--- src/rtl/imem_loader_pkg.sv ---
// ----------------------------------------------------------------------------
// imem_loader_pkg
//   Shared types and constants for the boot-time instruction-memory loader.
//   Contents:
//     loader_state_t        : loader FSM states (IDLE, LOAD, CHECK, DONE, ERROR)
//     STREAM_BYTES_PER_WORD : payload bytes per instruction word (4)
//     length_too_big()      : true when a length byte exceeds memory depth
// ----------------------------------------------------------------------------
package imem_loader_pkg;

    typedef enum logic [2:0] {
        IDLE  = 3'd0,
        LOAD  = 3'd1,
        CHECK = 3'd2,
        DONE  = 3'd3,
        ERROR = 3'd4
    } loader_state_t;

    localparam int STREAM_BYTES_PER_WORD = 4;

    // A length of exactly 2^aw words fills the memory and is still legal,
    // so the comparison is strictly greater-than on a 9-bit value.
    function automatic logic length_too_big(input logic [7:0] n, input int aw);
        logic [8:0] depth;
        depth = 9'd1 << aw;
        return ({1'b0, n} > depth);
    endfunction

endpackage

--- src/rtl/imem_loader_word_assembler.sv ---
// ----------------------------------------------------------------------------
// word_assembler
//   Collects little-endian stream bytes into 32-bit instruction words.
//   Ports:
//     clk, rst    : clock and asynchronous active-high reset
//     clear       : synchronous clear of the partial word and byte index
//     byte_valid  : a payload byte is transferring this cycle
//     byte_data   : the payload byte
//     word_valid  : combinational strobe, high with the 4th byte of a word
//     word_data   : assembled word, meaningful while word_valid is high
// ----------------------------------------------------------------------------
module word_assembler
    import imem_loader_pkg::*;
(
    input  logic        clk,
    input  logic        rst,
    input  logic        clear,
    input  logic        byte_valid,
    input  logic [7:0]  byte_data,
    output logic        word_valid,
    output logic [31:0] word_data
);

    localparam logic [1:0] LAST_LANE = 2'(STREAM_BYTES_PER_WORD - 1);

    // Only the first three bytes of a word need storage; the fourth byte is
    // combined directly with them when the word is presented.
    logic [23:0] shift_reg;
    logic [1:0]  byte_index;

    // Shift new bytes in at the top so the first byte received ends up in
    // the lowest lane once three bytes have arrived. The index wraps
    // naturally after the fourth byte, starting the next word.
    always_ff @(posedge clk or posedge rst) begin
        if (rst) begin
            shift_reg  <= '0;
            byte_index <= '0;
        end else if (clear) begin
            shift_reg  <= '0;
            byte_index <= '0;
        end else if (byte_valid) begin
            shift_reg  <= {byte_data, shift_reg[23:8]};
            byte_index <= byte_index + 2'd1;
        end
    end

    assign word_valid = byte_valid && (byte_index == LAST_LANE);
    assign word_data  = {byte_data, shift_reg};

endmodule

--- src/rtl/imem_loader.sv ---
// ----------------------------------------------------------------------------
// imem_loader
//   Boot-time loader: receives a length byte N followed by 4*N little-endian
//   payload bytes and writes them as words into instruction memory, holding
//   the CPU in reset until the image is complete. 'reload' re-arms the loader
//   from DONE or ERROR without a global reset.
//   Optional feature macro: IMEM_LOADER_CHECKSUM_EN adds a trailing checksum
//   byte (XOR of length and payload) verified in a CHECK state.
//   Ports:
//     clk, rst           : clock and asynchronous active-high reset
//     in_valid, in_data  : incoming byte stream
//     in_ready           : loader can accept a byte (decode of state)
//     reload             : single-cycle re-arm pulse (DONE/ERROR only)
//     we, waddr, wdata   : registered instruction-memory write port
//     cpu_rst            : holds the CPU in reset (low only in DONE)
//     done, error        : load finished / load rejected
// ----------------------------------------------------------------------------
module imem_loader
    import imem_loader_pkg::*;
#(
    parameter int ADDRESS_WIDTH = 5,
    parameter int DATA_WIDTH    = 32
)
(
    input  logic                     clk,
    input  logic                     rst,
    input  logic                     in_valid,
    input  logic [7:0]               in_data,
    output logic                     in_ready,
    input  logic                     reload,
    output logic                     we,
    output logic [ADDRESS_WIDTH-1:0] waddr,
    output logic [DATA_WIDTH-1:0]    wdata,
    output logic                     cpu_rst,
    output logic                     done,
    output logic                     error
);

    loader_state_t state;
    loader_state_t next_state;

    logic        handshake;
    logic        reload_take;
    logic [7:0]  length;
    logic [8:0]  word_cnt;
    logic        last_word;
    logic        word_valid;
    logic [31:0] word_data;

`ifdef IMEM_LOADER_CHECKSUM_EN
    logic [7:0]  checksum;
`endif

    assign in_ready    = (state == IDLE) || (state == LOAD) || (state == CHECK);
    assign handshake   = in_valid && in_ready;
    assign reload_take = reload && ((state == DONE) || (state == ERROR));
    assign last_word   = (word_cnt == ({1'b0, length} - 9'd1));

    assign cpu_rst = (state != DONE);
    assign done    = (state == DONE);
    assign error   = (state == ERROR);

    word_assembler u_word_assembler (
        .clk        (clk),
        .rst        (rst),
        .clear      (reload_take),
        .byte_valid (handshake && (state == LOAD)),
        .byte_data  (in_data),
        .word_valid (word_valid),
        .word_data  (word_data)
    );

    // State register.
    always_ff @(posedge clk or posedge rst) begin
        if (rst) begin
            state <= IDLE;
        end else begin
            state <= next_state;
        end
    end

    // Next-state decode. The image ends either at the last payload byte or,
    // with the checksum feature, at the checksum byte that follows it.
    always_comb begin
        next_state = state;
        case (state)
            IDLE: begin
                if (handshake) begin
                    if (in_data == 8'd0) begin
`ifdef IMEM_LOADER_CHECKSUM_EN
                        next_state = CHECK;
`else
                        next_state = DONE;
`endif
                    end else if (length_too_big(in_data, ADDRESS_WIDTH)) begin
                        next_state = ERROR;
                    end else begin
                        next_state = LOAD;
                    end
                end
            end
            LOAD: begin
                if (word_valid && last_word) begin
`ifdef IMEM_LOADER_CHECKSUM_EN
                    next_state = CHECK;
`else
                    next_state = DONE;
`endif
                end
            end
`ifdef IMEM_LOADER_CHECKSUM_EN
            CHECK: begin
                if (handshake) begin
                    next_state = (in_data == checksum) ? DONE : ERROR;
                end
            end
`endif
            DONE, ERROR: begin
                if (reload) begin
                    next_state = IDLE;
                end
            end
            default: begin
                next_state = IDLE;
            end
        endcase
    end

    // Length capture and word counter. The counter restarts with every
    // length byte so a reloaded image always begins at address 0.
    always_ff @(posedge clk or posedge rst) begin
        if (rst) begin
            length   <= '0;
            word_cnt <= '0;
        end else if (reload_take) begin
            length   <= '0;
            word_cnt <= '0;
        end else if (handshake && (state == IDLE)) begin
            length   <= in_data;
            word_cnt <= '0;
        end else if (word_valid) begin
            word_cnt <= word_cnt + 9'd1;
        end
    end

    // Registered write port: one-cycle 'we' pulse per completed word, with
    // address and data held until the next word or a reload.
    always_ff @(posedge clk or posedge rst) begin
        if (rst) begin
            we    <= 1'b0;
            waddr <= '0;
            wdata <= '0;
        end else begin
            we <= 1'b0;
            if (reload_take) begin
                waddr <= '0;
                wdata <= '0;
            end else if (word_valid) begin
                we    <= 1'b1;
                waddr <= word_cnt[ADDRESS_WIDTH-1:0];
                wdata <= word_data;
            end
        end
    end

`ifdef IMEM_LOADER_CHECKSUM_EN
    // Running XOR over the length byte and every payload byte; the length
    // byte seeds it so a fresh image never sees a stale value.
    always_ff @(posedge clk or posedge rst) begin
        if (rst) begin
            checksum <= '0;
        end else if (reload_take) begin
            checksum <= '0;
        end else if (handshake && (state == IDLE)) begin
            checksum <= in_data;
        end else if (handshake && (state == LOAD)) begin
            checksum <= checksum ^ in_data;
        end
    end
`endif

endmodule

--- config.mk ---
export PLATFORM = sky130hd
export DESIGN_NAME = imem_loader
export DESIGN_NICKNAME = d
export VERILOG_FILES = /design/src/rtl/imem_loader_pkg.sv /design/src/rtl/imem_loader_word_assembler.sv /design/src/rtl/imem_loader.sv
export SDC_FILE = /design/constraint.sdc
export NUM_CORES = 1
export LEC_CHECK = 0
export CORE_MARGIN = 10
export CORE_UTILIZATION = 40
export CTS_BUF_LIST = sky130_fd_sc_hd__clkbuf_8
export CTS_CLUSTER_DIAMETER = 100
export CTS_CLUSTER_SIZE = 24
export DETAILED_ROUTE_END_ITERATION = 8
export DONT_BUFFER_PORTS = 1
export GPL_TIMING_DRIVEN = 0
export PLACE_DENSITY_LB_ADDON = 0.2
export SYNTH_ARGS = -nofsm -noshare
export SYNTH_HDL_FRONTEND = slang
export SYNTH_SLANG_ARGS = --single-unit
export TNS_END_PERCENT = 50
--- constraint.sdc ---
create_clock -name clk -period 2.6 [get_ports clk]
set_input_delay 0.65 -clock clk [delete_from_list [all_inputs] [get_ports clk]]
set_output_delay 0.65 -clock clk [all_outputs]
set_load 0.02 [all_outputs]
# Word level (Yosys, flattened, before mapping)
# Index checks and enable logic that the tools add are counted.
[classes]
n_addsub = 3
magnitude_cmp = 1
eq_ne = 10
muxes = 21
reduce_logical = 17
[ops]
columns = ["cell", "count"]
rows = [
  ["32-bit 2-to-1 mux", 2],
  ["24-bit 2-to-1 mux", 2],
  ["9-bit 2-to-1 mux", 3],
  ["8-bit 2-to-1 mux", 2],
  ["3-bit 2-to-1 mux", 5],
  ["5-bit 2-to-1 mux", 2],
  ["9-bit by 1-bit adder with 9-bit output, second input constant", 1],
  ["9-bit equality test", 1],
  ["3-bit one-hot mux with 3 select lines", 1],
  ["8-bit by 1-bit subtractor with 9-bit output, second input constant", 1],
  ["8-bit by 6-bit > comparator with 1-bit output, second input constant", 1],
  ["8-bit zero test", 1],
  ["3-bit by 2-bit equality test with 1-bit output, second input constant", 2],
  ["1-bit logical AND", 6],
  ["2-bit nonzero test", 3],
  ["2-bit 2-to-1 mux", 2],
  ["2-bit != test, second input constant", 2],
  ["3-bit by 1-bit equality test with 1-bit output, second input constant", 1],
  ["3-bit equality test, second input constant", 1],
  ["3-bit zero test", 1],
  ["1-bit logical OR", 3],
  ["3-bit by 2-bit != test with 1-bit output, second input constant", 1],
  ["3-bit AND reduction", 1],
  ["3-bit nonzero test", 1],
  ["5 further kinds", 6],
]
[totals]
regBits = 84
inputBits = 12
output_inout_bits = 42

# Logic depth before layout (Yosys ltp)
[depth]
ltp_word = 9
ltp_mapped = 9
ltp_nobuf = 7

# By module
# Synthesis repeated with hierarchy kept, for this count alone.
[hier_totals]
cells_unflattened = 375
area_unflattened_um2 = 3987.6
[modules_own_cells]
columns = ["module", "n_inst", "cells_each", "area_each_um2", "seq_area_each_um2"]
rows = [
  ["imem_loader", 1, 280, 2829.0, 1451.4],
  ["word_assembler", 1, 95, 1158.6, 650.6],
]

# Worst setup path before layout
# OpenSTA, ideal clock, no wires.
[synth_timing]
path_type = "register to output"
start = "register state[1]"
end = "output cpu_rst"
t_arrival_ns = 1.134
required_ns = 1.950
path_slack_ns = 0.816
path_stages_with_launch = 5
path_cell_list = "dfrtp_1 -> buf_2 -> nand2_1 -> nor2_1 -> inv_1"
[synth_between]
elab_chain_cells = 1
[synth_lines]
columns = ["item", "line", "text"]
rows = [
  ["start: declaration", "imem_loader.sv:39", "loader_state_t state;"],
  ["start signal: assignment", "imem_loader.sv:78", "state <= next_state;"],
  ["3-bit by 2-bit != test with 1-bit output", "imem_loader.sv:59", "assign cpu_rst = (state != DONE);"],
  ["end: declaration", "imem_loader.sv:34", "output logic cpu_rst,"],
]
# No other way between the ends.

# Final worst setup path
# Same ends and word-level chain as after synthesis.

==> impl_results.md <==
- Critical Path RT: 1950 ps
- Slew Limit Fails: 0
- Synth-to-layout area growth: 9.08%
- VDD IR max: 0.286 mV
- Status: finished clean
- Routed len/inst: 17.2 um
- # DRC: 0
- Yosys warns: 0
- IO Pins: 54
- CTS tree: built
- Crit path capture type: primary output
- Area taken by multi-input logic gates: 1520 um^2
- Main combinational cell family by area after synthesis: simple AND/OR/NAND/NOR gates
- Clock power frac: 23.9%
- IO Port Bufs: 0
- Core Area: 9200 um^2
- Final core occ: 44.5%
- Fin nets: 447
- R2R Path Start: state[1]
- Mapped Area: 3750 um^2
- Worst EP arrival: 1630 ps
- Finished Layout Cells: 547
- Vias in the first global route: 3030
- Hold_buf cts: 0
- Post-synthesis xor/xnor area fraction: 4.44%
- Final wirelength: 9430 um
- Cell Area, Placed: 3930 um^2
- Commonest non-fill, non-tap cell in the layout: nand2_1
- CP Class: register to primary output
- Met1 WL: 4150 um
- Critical Path Fanout Max: 10
- Skew final: 9.51 ps
- RD Place Congestion: 0.803
- Final instance area: 4090 um^2
- Reg clk slew, reported paths: 80 ps
- Max clock buf depth: 2
- CTS Sinks: 84
- Initial core utilization: 40.8%
- Placed cells: 532
- Combinational share of power: 26.7%
- NetSw: 1170 uW
- Mapped Nets: 434
- Routed wl met3: 749 um
- Root buffer cell: clkbuf_8
- Fin crit share: 87.9%
- H-tree levels: 3
- Crit path from: state[1]
- Sequential fraction of the synthesis area: 56.1%
- Final setup TNS: 0 ps
- Sw frac: 35.4%
- Setup bufs post-CTS: 0
- Leakage Power: 0.00197 uW
- Share of layout cells above drive strength 1: 7.57%
- Skew-Pair Late Insertion Delay: 340 ps
- Pwr dens: 804 nW/um^2
- DR top layer: met4
- Post-synthesis simple-gate area fraction: 26.8%
- R2R depth: 7
- Pin count of the biggest net entering global routing: 34
- Via Count: 2885
- Max_cap viols: 0
- Antenna diodes: 0
- Worst hold path class: primary input to async pin
- Tmin final: 2280 ps
- Final count of hold timing violations: 0
- Overall routing resource usage: 14.8%
- Number of routed nets with antenna violations: 0
- Post-synth cell types: 39
- Antenna violations before repair: 0
- First-pass GRT wire length: 15900 um
- Multiplexer share of the synthesized area: 0.267%
- Most frequent cells in the layout: 152 x nand2_1, 84 x dfrtp_1, 43 x a21oi_1
- Register area: 2100 um^2
- Vias per inst: 5.27
- Final setup fails: 0
- TritonCTS Buffers: 9
- Met2 WL post-DR: 4400 um
- Die Width: 117 um
- DR iter-0 viols: 179
- Detailed Place HPWL: 6760 um
- Synth Area per Inst: 8.95 um^2
- Die area: 13600 um^2
- Cell Int Power: 2120 uW
- Gr ovfl total: 0
- Max Freq: 438 MHz
- Row count: 35
- Die H: 117 um
- Fillcell total: 912
- Crit start category: register
- Syn Inst Count: 419
- Compound-gate portion of the synthesized area: 7.91%
- Slew @ Worst Pin: 884 ps
- Resized Gates After CTS: 0
- Max FFs per register: 32
- RSZ-0062 raised after global routing: no
- Drt pass-1 iters: 4
- Adder-cell share of the synthesized area: 1.00%
- Sequential Power Share: 49.4%
- Worst slew margin relative to its limit: 40.6%
- Seq cells post-synth: 84
==> power groups by stage <==
stage | clock [uW] | sequential, uW | combinational (uW)
after floorplan | 0 | 1600 | 701
after global placement | 0 | 1640 | 850
after detailed placement | 0 | 1650 | 889
after CTS | 812 | 1620 | 891
after global routing | 881 | 1660 | 994
final | 786 | 1620 | 879
==> worst max-delay path, stage by stage, from the launching register on <==
cell     delay (ps)
dfrtp_1         360
buf_2           210
nand2_1          80
nor2_1          420
inv_1           240
==> per-stage QoR <==
step | setup slack [ps] | hold WS, ps | power, uW
2_1_floorplan | 816 | 439 | 2300
3_3_place_gp | 450 | 457 | 2490
3_5_place_dp | 425 | 460 | 2540
4_1_cts | 282 | 235 | 3330
5_1_grt | 187 | 248 | 3530
6_report | 316 | 228 | 3290
==> cell type report <==
class | instances | area share, %
clock inverters | 6 | 0.826
plain buffers | 24 | 2.60
flip-flops and latches | 84 | 51.4
multi-input cells | 304 | 37.0
clock buffers | 9 | 3.03
repair buffers | 2 | 0.979
inverters | 7 | 0.734
well taps | 111 | 3.40
==> routing by layer <==
layer | GRT usage [%] | up-vias
li1 | - | 1408
met3 | 4.74 | 10
met2 | 23.1 | 70
met1 | 19.1 | 1397
met5 | 0 | -
met4 | 5.02 | 0
==> Yosys cell counts, drive strengths merged <==
master   instances  area (um^2)
buf             10         53.8
nor3b            3         32.5
xnor2           11         96.3
nor4             2         18.8
or3              1         6.26
dfrtp           84         2100
nor3             6         30.0
nand3b           2         15.0
and3             3         18.8
and4bb           1         12.5
inv              7         26.3
a31oi            2         12.5
o211ai           1         7.51
or3b             1         8.76
nand4            7         43.8
a311oi           1         8.76
nand2          153          582
xor2             8         70.1
ha               3         37.5
nand3           30          150
nand2b           1         6.26
a211oi           1         7.51
clkbuf          14         52.6
a41o             1         10.0
and3b            1         8.76
nor4b            1         15.0
mux2i            1         10.0
o41a             1         11.3
a21oi           43          215
o21ai            3         15.0
nor2            15         56.3
a2bb2oi          1         8.76
==> path summary, 6_finish.rpt <==
kind                                                  end  slack (ps)
setup / recovery                                  cpu_rst         320
max in group asynchronous  u_word_assembler.shift_reg[23]        1590
hold reg to reg                                  wdata[4]         470
min in group clk                                wdata[28]         410
hold / removal                                   wdata[3]         230
setup reg to reg           u_word_assembler.shift_reg[18]         430
==> kinds of logic (layout without fill, tap and decap cells) <==
| group | count (synthesis) | after routing |
|---|---|---|
| AND/OR/NAND/NOR | 227 | 227 |
| buffers and inverters | 31 | 48 |
| adder cells (fa/ha/maj) | 3 | 3 |
| XOR/XNOR | 19 | 19 |
| AO/OA/AOI/OAI | 54 | 54 |
| flip-flops | 84 | 84 |
| multiplexers | 1 | 1 |
Power figures use the tool's default switching activity.
